### config.mk
export PLATFORM = sky130hd
export DESIGN_NAME = sample_dut
export DESIGN_NICKNAME = d
export VERILOG_FILES = /design/src/rtl/sample_dut.sv
export SDC_FILE = /design/constraint.sdc
export NUM_CORES = 1
export LEC_CHECK = 0
export ABC_AREA = 1
export ABC_CLOCK_PERIOD_IN_PS = 7600
export CAP_MARGIN = 20
export CORE_MARGIN = 5
export CORE_UTILIZATION = 55
export CTS_CLUSTER_SIZE = 30
export DETAILED_ROUTE_END_ITERATION = 10
export GPL_ROUTABILITY_DRIVEN = 0
export PLACE_DENSITY_LB_ADDON = 0.08
export SLEW_MARGIN = 20
export SYNTH_ARGS = -nofsm -noshare
export SYNTH_HDL_FRONTEND = slang
export SYNTH_SLANG_ARGS = --single-unit
### constraint.sdc
create_clock -name clk -period 7.6 [get_ports clk]
set_input_delay 0.76 -clock clk [delete_from_list [all_inputs] [get_ports clk]]
set_output_delay 0.76 -clock clk [all_outputs]
set_load 0.05 [all_outputs]
### src/rtl/sample_dut.sv
// AXI write-address channel slave: buffers accepted AW commands in an in-order FIFO,
// tags each with a 4 KB boundary-crossing flag and presents them on a valid/ready port.
module sample_dut #(
   parameter int ID_W       = 4,
   parameter int ADDR_W     = 32,
   parameter int LEN_W      = 8,
   parameter int BEAT_BYTES = 4,
   parameter int DEPTH      = 4
) (
   input  logic                    clk,
   input  logic                    rst,
   input  logic [ID_W-1:0]         awid,
   input  logic [ADDR_W-1:0]       awaddr,
   input  logic [LEN_W-1:0]        awlen,
   input  logic                    awvalid,
   output logic                    awready,
   output logic                    cmd_valid,
   input  logic                    cmd_ready,
   output logic [ID_W-1:0]         cmd_id,
   output logic [ADDR_W-1:0]       cmd_addr,
   output logic [LEN_W-1:0]        cmd_len,
   output logic                    cmd_cross_4k,
   output logic [15:0]             accept_count,
   output logic [$clog2(DEPTH):0]  fifo_level
);

   localparam int PTR_W   = $clog2(DEPTH);
   localparam int LVL_W   = PTR_W + 1;
   localparam int SUM_W   = ADDR_W + LEN_W + 1;
   localparam int BEAT_SH = $clog2(BEAT_BYTES);

   logic [ID_W-1:0]   idMem_q    [DEPTH];
   logic [ADDR_W-1:0] addrMem_q  [DEPTH];
   logic [LEN_W-1:0]  lenMem_q   [DEPTH];
   logic              crossMem_q [DEPTH];

   logic [PTR_W-1:0] wrPtr_q, wrPtr_d;
   logic [PTR_W-1:0] rdPtr_q, rdPtr_d;
   logic [LVL_W-1:0] level_q, level_d;
   logic [15:0]      acceptCnt_q, acceptCnt_d;
   logic             awready_q, awready_d;

   logic             push;
   logic             pop;
   logic             crossNew;
   logic [SUM_W-1:0] burstBytes;
   logic [SUM_W-1:0] lastAddr;

   // Wide enough that a burst running off the top of the address space shows up as a crossing.
   always_comb begin
      burstBytes = (SUM_W'(awlen) + SUM_W'(1)) << BEAT_SH;
      lastAddr   = SUM_W'(awaddr) + burstBytes - SUM_W'(1);
      crossNew   = (lastAddr >> 12) != (SUM_W'(awaddr) >> 12);
   end

   assign push = awvalid && awready_q;
   assign pop  = (level_q != '0) && cmd_ready;

   always_comb begin
      wrPtr_d     = push ? wrPtr_q + PTR_W'(1) : wrPtr_q;
      rdPtr_d     = pop  ? rdPtr_q + PTR_W'(1) : rdPtr_q;
      acceptCnt_d = push ? acceptCnt_q + 16'd1 : acceptCnt_q;
      level_d     = level_q;
      if (push && !pop) begin
         level_d = level_q + LVL_W'(1);
      end else if (pop && !push) begin
         level_d = level_q - LVL_W'(1);
      end
      awready_d = (level_d < LVL_W'(DEPTH));
   end

   always_ff @(posedge clk or posedge rst) begin
      if (rst) begin
         wrPtr_q     <= '0;
         rdPtr_q     <= '0;
         level_q     <= '0;
         acceptCnt_q <= '0;
         awready_q   <= 1'b0;
      end else begin
         wrPtr_q     <= wrPtr_d;
         rdPtr_q     <= rdPtr_d;
         level_q     <= level_d;
         acceptCnt_q <= acceptCnt_d;
         awready_q   <= awready_d;
      end
   end

   // Storage is cleared on reset so the head outputs read as zero while empty.
   always_ff @(posedge clk or posedge rst) begin
      if (rst) begin
         for (int i = 0; i < DEPTH; i++) begin
            idMem_q[i]    <= '0;
            addrMem_q[i]  <= '0;
            lenMem_q[i]   <= '0;
            crossMem_q[i] <= 1'b0;
         end
      end else if (push) begin
         idMem_q[wrPtr_q]    <= awid;
         addrMem_q[wrPtr_q]  <= awaddr;
         lenMem_q[wrPtr_q]   <= awlen;
         crossMem_q[wrPtr_q] <= crossNew;
      end
   end

   assign awready      = awready_q;
   assign cmd_valid    = (level_q != '0);
   assign cmd_id       = idMem_q[rdPtr_q];
   assign cmd_addr     = addrMem_q[rdPtr_q];
   assign cmd_len      = lenMem_q[rdPtr_q];
   assign cmd_cross_4k = crossMem_q[rdPtr_q];
   assign accept_count = acceptCnt_q;
   assign fifo_level   = level_q;

endmodule

# Yosys cells after proc, flatten, opt, wreduce, memory -nomap -nowiden
# Cells that the tools add are included.
[word_totals]
romBits = 0
latch_bits = 0
ramBits = 0
reg_bits = 204
mem_count = 0
[classes]
magnitude_cmp = 4
n_mux = 26
addsub = 8
n_div = 0
n_mul = 0
n_bitwise = 2
n_eq_ne = 1
reduce_logical = 8
shift = 0
[ops]
columns = ["cell", "count"]
rows = [
  ["bitwise mux 128 bit", 1],
  ["2-to-1 mux 32 bit", 3],
  ["binary-select mux 32 bit (select 2 bit)", 1],
  ["demux 32 bit (select 2 bit)", 1],
  ["subtractor 33 x 1 -> 34 bit (second input constant)", 1],
  ["adder 32 x 11 -> 33 bit", 1],
  ["bitwise mux 32 bit", 1],
  ["inequality test 29 x 20 -> 1 bit", 1],
  ["2-to-1 mux 8 bit", 3],
  ["adder 16 x 1 -> 16 bit (second input constant)", 1],
  ["binary-select mux 8 bit (select 2 bit)", 1],
  ["bitwise mux 16 bit", 1],
  ["demux 8 bit (select 2 bit)", 1],
  ["2-to-1 mux 4 bit", 3],
  ["adder 8 x 1 -> 9 bit (second input constant)", 1],
  ["binary-select mux 4 bit (select 2 bit)", 1],
  ["demux 4 bit (select 2 bit)", 1],
  ["greater-or-equal comparator 3 bit (second input constant)", 2],
  ["2-to-1 mux 3 bit", 2],
  ["NOT 2 -> 3 bit", 2],
  ["logical AND 1 bit", 5],
  ["adder 2 x 1 -> 2 bit (second input constant)", 2],
  ["bitwise mux 4 bit", 1],
  ["adder 3 x 1 -> 3 bit (second input constant)", 1],
  ["other kinds (8)", 11],
]

# Longest topological paths before layout
# Gate-level depths: netlist of run 1.
[depth]
word_depth = 6
depth_mapped = 26
depth_no_buf = 26

# Worst setup path after synthesis of run 1
# No wires, ideal clock.
[synth_path]
path_type = "in2reg"
from = "input awlen[0]"
to = "register crossMem_q[0] (netlist name)"
n_path_buf = 0
required_time_ns = 7.484
path_slack_ns = 4.167
cell_stages = 25
arrival_time_ns = 3.316
path_cell_list = "inv_1 -> nor3_1 -> nand3_1 -> nor3_1 -> xor2_1 -> ha_1 -> inv_1 -> ha_1 -> nand2_1 -> nor2_2 -> inv_1 -> nor2_1 -> nand2_1 -> nand3_2 -> nand2_1 -> nand2_1 -> nand2_1 -> nand3_1 -> nand2_1 -> nor2_2 -> nand2_2 -> nor2_4 -> nand3_2 -> nand2_1 -> nand2_1"
[synth_via]
elab_chain_cells = 5
[synth_rtl]
columns = ["element", "line", "source"]
rows = [
  ["start, declared", "14", "input logic [LEN_W-1:0] awlen,"],
  ["adder 8 x 1 -> 9 bit", "51", "burstBytes = (SUM_W'(awlen) + SUM_W'(1)) << BEAT_SH;"],
  ["adder 32 x 11 -> 33 bit", "52", "lastAddr = SUM_W'(awaddr) + burstBytes - SUM_W'(1);"],
  ["subtractor 33 x 1 -> 34 bit", "52", ""],
  ["inequality test 29 x 20 -> 1 bit", "53", "crossNew = (lastAddr >> 12) != (SUM_W'(awaddr) >> 12);"],
  ["bitwise mux 4 bit", "101", "crossMem_q[wrPtr_q] <= crossNew;"],
  ["end signal, assigned by index", "101", ""],
  ["end, declared", "35", "logic crossMem_q [DEPTH];"],
]
# No other way between the ends.
# A chain may end at the register's enable or synchronous reset.

# Final worst setup path of run 1
[layout_path]
from = "register rdPtr_q[0]"
to = "output cmd_len[5]"
[layout_via]
elab_chain_cells = 4
[layout_rtl]
columns = ["element", "line", "source"]
rows = [
  ["start, declared", "38", "logic [PTR_W-1:0] rdPtr_q, rdPtr_d;"],
  ["start signal, assigned", "81", "rdPtr_q <= rdPtr_d;"],
  ["NOT 2 -> 3 bit (implied by the code)", "109", "assign cmd_len = lenMem_q[rdPtr_q];"],
  ["binary-select mux 8 bit (select 2 bit)", "109", ""],
  ["2-to-1 mux 8 bit (implied by the code) (2 in a row)", "109", ""],
  ["end, declared", "21", "output logic [LEN_W-1:0] cmd_len,"],
]
# No other way between the ends. The select of a mux whose other input is x is not followed.

==> flow_summary.yaml, run 1 <==
worst_setup_path:
  path_max_fanout: 47
  critical_path_required_ps: 6840
  path_class: "flip-flop to output port"
  cp-end-kind: "output port"
  cp.arrival_ps: 3690
  setup.worst_path.start_class: "flip-flop"
cts:
  cts_num_sinks: 204
  path_clk_slew_ps: 60
  cts_tree: "done"
  cts_hold_buf: 0
  cts_root_buf: "clkbuf_16"
  htreeDepth: 1
  ctsResizeCount: 0
  post_cts_buffers: 0
  clockBufferDepth: 3
  insertion_delay_ps: 500
  cts_buffers: 23
floorplanning:
  io_pins: 114
  rows: 53
  die_w_um: 156
  die_area_sq_um: 24400
  die_y_um: 156
  start_util_pct: 56.0
  core_sq_um: 21000
synthesis:
  syn_inst: 1604
  avgSynthCellArea_sq_um: 7.34
  synthSimpleGateAreaFrac_pct: 24.1
  synth_mux_area_share_pct: 0
  synth_warnings: 0
  synth_top_family_by_area: "simple AND/OR/NAND/NOR gates"
  ys_seq_elements: 204
  synth_xor_area_share_pct: 2.98
  synth-adder-area-share_pct: 5.53
  ys_seq_area_share_pct: 43.4
  syn_area_sq_um: 11800
  syn_nets: 1704
  synth-compound-area-share_pct: 15.4
  synth_cell_types: 30
global_routing:
  track_usage_pct: 25.3
  grt_pass1_wl_um: 50900
  antenna_found_initial: 2
  grt-ovfl-total: 0
  grt_max_degree: 133
  grt_pass1_vias: 10207
power:
  p_comb_share_pct: 51.2
  p_clk_share_pct: 18.4
  sequentialPowerShare_pct: 30.4
  power_density_nw_per_um2: 433
  p_int_uw: 3210
  leakagePower_uw: 0.00702
  power_switching_uw: 2790
  peakVddDrop_v: 0.000284
  swShare_pct: 46.5
sta:
  hold_viol_final: 0
  tightest_slew_ps: 926
  max_clock_freq_ghz: 0.225
  fin_ws_ps: 3150
  drv_slew: 0
  skew_ps: 11.3
  setup-violations-final: 0
  min_period_ps: 4450
  max_slew_margin_pct: 38.2
  finalCritPeriodShare_pct: 58.6
  rsz0062_at_grt: "no"
  tns_ps: 0
route:
  avgRoutedWirePerCell_um: 15.7
  drtAntennaViolNets: 0
  viasPerCell: 5.37
  dr_total_vias: 10629
  drtIter0Drc: 849
  drc: 0
  routed_wl_um: 31100
  drtPass1Iterations: 5
final_layout:
  drive_gt1_share_pct: 5.05
  layout_common_cells: "nand2_1 (439), o21ai_0 (273), dfrtp_1 (203)"
  fillCellCount: 1879
  syn_to_final_growth_pct: 17.6
  nNetsFinal: 1787
  mostFrequentLayoutCell: "nand2_1"
job:
  drv_cap: 0
outcome:
  outcome: "finished, final reports clean"
placement:
  dp_hpwl_um: 21000
  port_buffers: 113
  pre_cts_ws_ps: 3060
hold_path:
  hold_class: "flip-flop to flip-flop"
==> power by group through the flow <==
stage	Sequential [uW]	Clock [uW]	Combinational (uW)
2_1_floorplan	1840	0	2090
3_3_place_gp	1820	0	3020
3_5_place_dp	1840	0	3060
4_1_cts	1820	1120	3080
5_1_grt	1890	1160	3330
6_report	1820	1100	3070
==> kinds of logic (layout without fill, tap and decap cells) <==
kind of cell | Yosys count | after routing
fa+ha+maj | 52 | 52
simple gates | 693 | 693
flops | 204 | 204
other cells | 0 | 1
buf+inv | 268 | 367
compound gates | 347 | 347
xor+xnor | 40 | 40
==> per-layer routing <==
metal	part of all wire (%)	GRT usage, %	up-vias
met3	5.5	2.57	48
met1	46	36.3	4996
met4	1.9	5.87	2
li1	-	-	5311
met2	47	41.9	272
met5	0.042	0	-
==> registers in the layout (all words and copies together), names as in the netlist <==
signal        count
idMem_q          16
awready           1
fifo_level        3
addrMem_q       128
accept_count     16
wrPtr_q           2
lenMem_q         32
rdPtr_q           2
crossMem_q        4
==> final timing paths <==
kind	end	depth (start not counted)	slack, ps	start
min in group asynchronous	addrMem_q[8]	2	860	rst
setup reg to reg	rdPtr_q[1]	4	5250	rdPtr_q[0]
max in group asynchronous	addrMem_q[33]	3	5210	rst
hold / removal	idMem_q[11]	2	480	idMem_q[11]
setup / recovery	cmd_len[5]	5	3150	rdPtr_q[0]
hold reg to reg	idMem_q[11]	2	480	idMem_q[11]
==> Yosys cell counts, drive strengths merged <==
master / n / share of area [%]
nand2: 453 / 15
o21ai: 274 / 12
dfrtp: 204 / 43
inv: 204 / 6.5
nor2: 157 / 5.4
nand3: 57 / 2.6
clkbuf: 55 / 1.8
ha: 52 / 5.5
o22ai: 45 / 2.4
xor2: 28 / 2.1
a21oi: 21 / 0.89
nor3: 13 / 0.81
xnor2: 12 / 0.89
buf: 9 / 0.37
nand3b: 5 / 0.32
nand4: 5 / 0.27
nor4: 3 / 0.16
o21bai: 3 / 0.19
a21o: 1 / 0.064
a22oi: 1 / 0.064
a31oi: 1 / 0.053
o221ai: 1 / 0.074
==> critical path, stage by stage (launching register included) <==
cell	delay, ps
dfrtp_2	640
inv_2	680
buf_4	550
o21ai_0	160
o22ai_1	250
clkdlybuf4s50_1	870
==> stage by stage <==
step / hold slack [ps] / area [sq um] / util, % / instances / power (uW)
after detailed placement: 462 / 13100 / 62.2 / 1937 / 4900
after CTS: 478 / 13800 / 65.9 / 1978 / 6020
after floorplan: 444 / 11800 / - / 1604 / 3940
final: 477 / 13800 / 65.9 / 1979 / 6000
after global placement: 461 / 13100 / 62.2 / 1937 / 4840
after global routing: 491 / 13800 / 65.9 / 1979 / 6380
==> cell type report <==
cell class	count	area [sq um]	share of cell area, %
antenna	1	2.50	0.0181
clock buffer	34	697	5.03
clock inverter	7	63.8	0.461
inverter	204	773	5.58
multi-input combinational	1132	5660	40.9
sequential	204	5110	36.9
tap	275	344	2.48
timing repair buffer	122	1200	8.66
No activity file was read; power rests on OpenSTA's default activity.
==> run 2, diff against run 1 <==
- ABC_CLOCK_PERIOD_IN_PS: 7600 -> 4000
- CORE_UTILIZATION: 55 -> 53
- clock period: 7.6 -> 4 ns (I/O delays scaled with it)
==> flow_summary.yaml, run 2 (same netlist as run 1, synthesis figures left out) <==
floorplanning:
  die_area_sq_um: 25300
  rows: 54
  start_util_pct: 53.9
  die_w_um: 159
  die_y_um: 159
  core_sq_um: 21800
  io_pins: 114
global_routing:
  grt_pass1_wl_um: 50900
  grt_max_degree: 83
  grt_pass1_vias: 10196
  antenna_found_initial: 1
  grtUsageMet1_pct: 32.4
  track_usage_pct: 23.7
  use_met2_pct: 40.3
  grt-ovfl-total: 0
  grt_use_met3_pct: 3.00
  grt_busiest_layer: "met2"
power:
  leakagePower_uw: 0.00712
  peakVddDrop_v: 0.000570
  power_density_nw_per_um2: 809
cts:
  cts_tree: "done"
  cts_root_buf: "clkbuf_16"
  path_clk_slew_ps: 60
  cts_buffers: 23
  htreeDepth: 1
  post_cts_buffers: 0
  clockBufferDepth: 3
  insertion_delay_ps: 520
  cts_hold_buf: 0
  cts_num_sinks: 204
  ctsResizeCount: 0
route:
  routed_wl_um: 31000
  dr_total_vias: 10656
  drc: 0
  viasPerCell: 5.35
  drtPass1Iterations: 6
  avgRoutedWirePerCell_um: 15.6
  drtAntennaViolNets: 0
  drtIter0Drc: 847
final_layout:
  largest_register_ffs: 128
  largestRegisters: "addrMem_q: 128 flops, lenMem_q: 32 flops"
  layout_common_cells: "nand2_1 (439), o21ai_0 (273), dfrtp_1 (203)"
  largest_register: "addrMem_q"
  fin_cells: 1991
  drive_gt1_share_pct: 7.66
  fillCellCount: 1986
  mostFrequentLayoutCell: "nand2_1"
  nNetsFinal: 1797
  syn_to_final_growth_pct: 17.7
worst_setup_path:
  cp.arrival_ps: 3930
  setup.worst_path.start_class: "primary input"
  rrSetupSlack_ps: 1890
  cp-end-kind: "flip-flop"
  path_class: "primary input to flip-flop"
  path_max_fanout: 4
  critical_path_required_ps: 4390
placement:
  dp.cells: 1952
  dp_hpwl_um: 21800
  port_buffers: 113
sta:
  hold_viol_final: 0
  setup-violations-final: 0
  drv_slew: 0
  max_slew_margin_pct: 39.3
  skew_ps: 22.8
  rsz0062_at_grt: "no"
  min_period_ps: 3540
  finalCritPeriodShare_pct: 88.6
  holdWs_ps: 350
  tightest_slew_ps: 907
  max_clock_freq_ghz: 0.282
hold_path:
  hold_class: "primary input to asynchronous set/reset pin"
outcome:
  outcome: "finished, final reports clean"
job:
  drv_cap: 0
-- run 2: cell types whose count changed in the layout (fill, tap and decap cells not counted) --
cell             previous run  this run
buf_4                       9        54
clkdlybuf4s50_1           113        73
buf_12                      0         5
clkbuf_8                    8         5
clkbuf_1                    3         5
clkinv_2                    5         3
clkinv_1                    1         0
clkinvlp_4                  0         1
inv_1                     199       200
inv_16                      0         1
inv_6                       1         0
inv_8                       1         0
-- run 2: worst paths after layout --
kind / start / endpoint / depth (start not counted)
worst max-delay path: awlen[0] / crossMem_q[1] / 26
worst min-delay path: rst / idMem_q[0] / 2
worst max register to register: awready / addrMem_q[76] / 6
worst min register to register: crossMem_q[2] / crossMem_q[2] / 2
max in group asynchronous: rst / addrMem_q[45] / 3
min in group clk: crossMem_q[2] / crossMem_q[2] / 2
-- run 2: stage by stage --
| step | instance area (sq um) | utilization (%) | power [uW] | setup TNS, ps | setup WS [ps] |
|---|---|---|---|---|---|
| final | 13900 | 63.5 | 11200 | 0 | 457 |
| after global routing | 13900 | 63.5 | 12000 | 0 | 33.0 |
| after CTS | 13900 | 63.5 | 11300 | 0 | 444 |
| after detailed placement | 13100 | 60.1 | 9210 | -242 | -66.9 |
| after global placement | 13100 | 60.1 | 9110 | 0 | 51.6 |
| after floorplan | 11800 | - | 7480 | 0 | 927 |
-- run 2: critical path, stage by stage --
cell             delay, ps
clkdlybuf4s50_1        540
inv_1                   80
nor3_1                 240
nand3_1                160
nor3_1                 200
xor2_1                 130
ha_1                   290
inv_1                   40
ha_1                   300
nand2_1                110
nor2_2                 190
inv_1                   60
nor2_1                  80
nand2_1                 80
nand3_2                120
nand2_1                110
nand2_1                100
nand2_1                 60
nand3_1                 70
nand2_1                 70
nor2_2                 110
nand2_2                 70
nor2_4                  90
nand3_2                110
nand2_1                 90
nand2_1                 50
-- run 2: where the power goes --
| group | leakage (uW) | total [uW] | switching [uW] | internal [uW] |
|---|---|---|---|---|
| registers | 0.00255 | 3460 | 500 | 2960 |
| logic | 0.00421 | 5720 | 3950 | 1760 |
| clock network | 0.000361 | 2040 | 821 | 1210 |
| total | 0.00712 | 11200 | 5280 | 5940 |
-- run 2: metal layers --
layer / up-vias / wire, um
met5: - / 0
met4: 0 / 690
met3: 41 / 1580
met2: 276 / 14800
met1: 5016 / 13900
li1: 5323 / -
-- run 2: layout make-up --
cell class | instances | area [sq um] | share of cell area (%)
Antenna cell | 1 | 2.50 | 0.0181
Clock buffer | 33 | 663 | 4.79
Clock inverter | 5 | 65.1 | 0.470
Inverter | 204 | 769 | 5.55
Multi-Input combinational cell | 1132 | 5660 | 40.9
Sequential cell | 204 | 5110 | 36.9
Tap cell | 280 | 350 | 2.53
Timing Repair Buffer | 132 | 1240 | 8.92
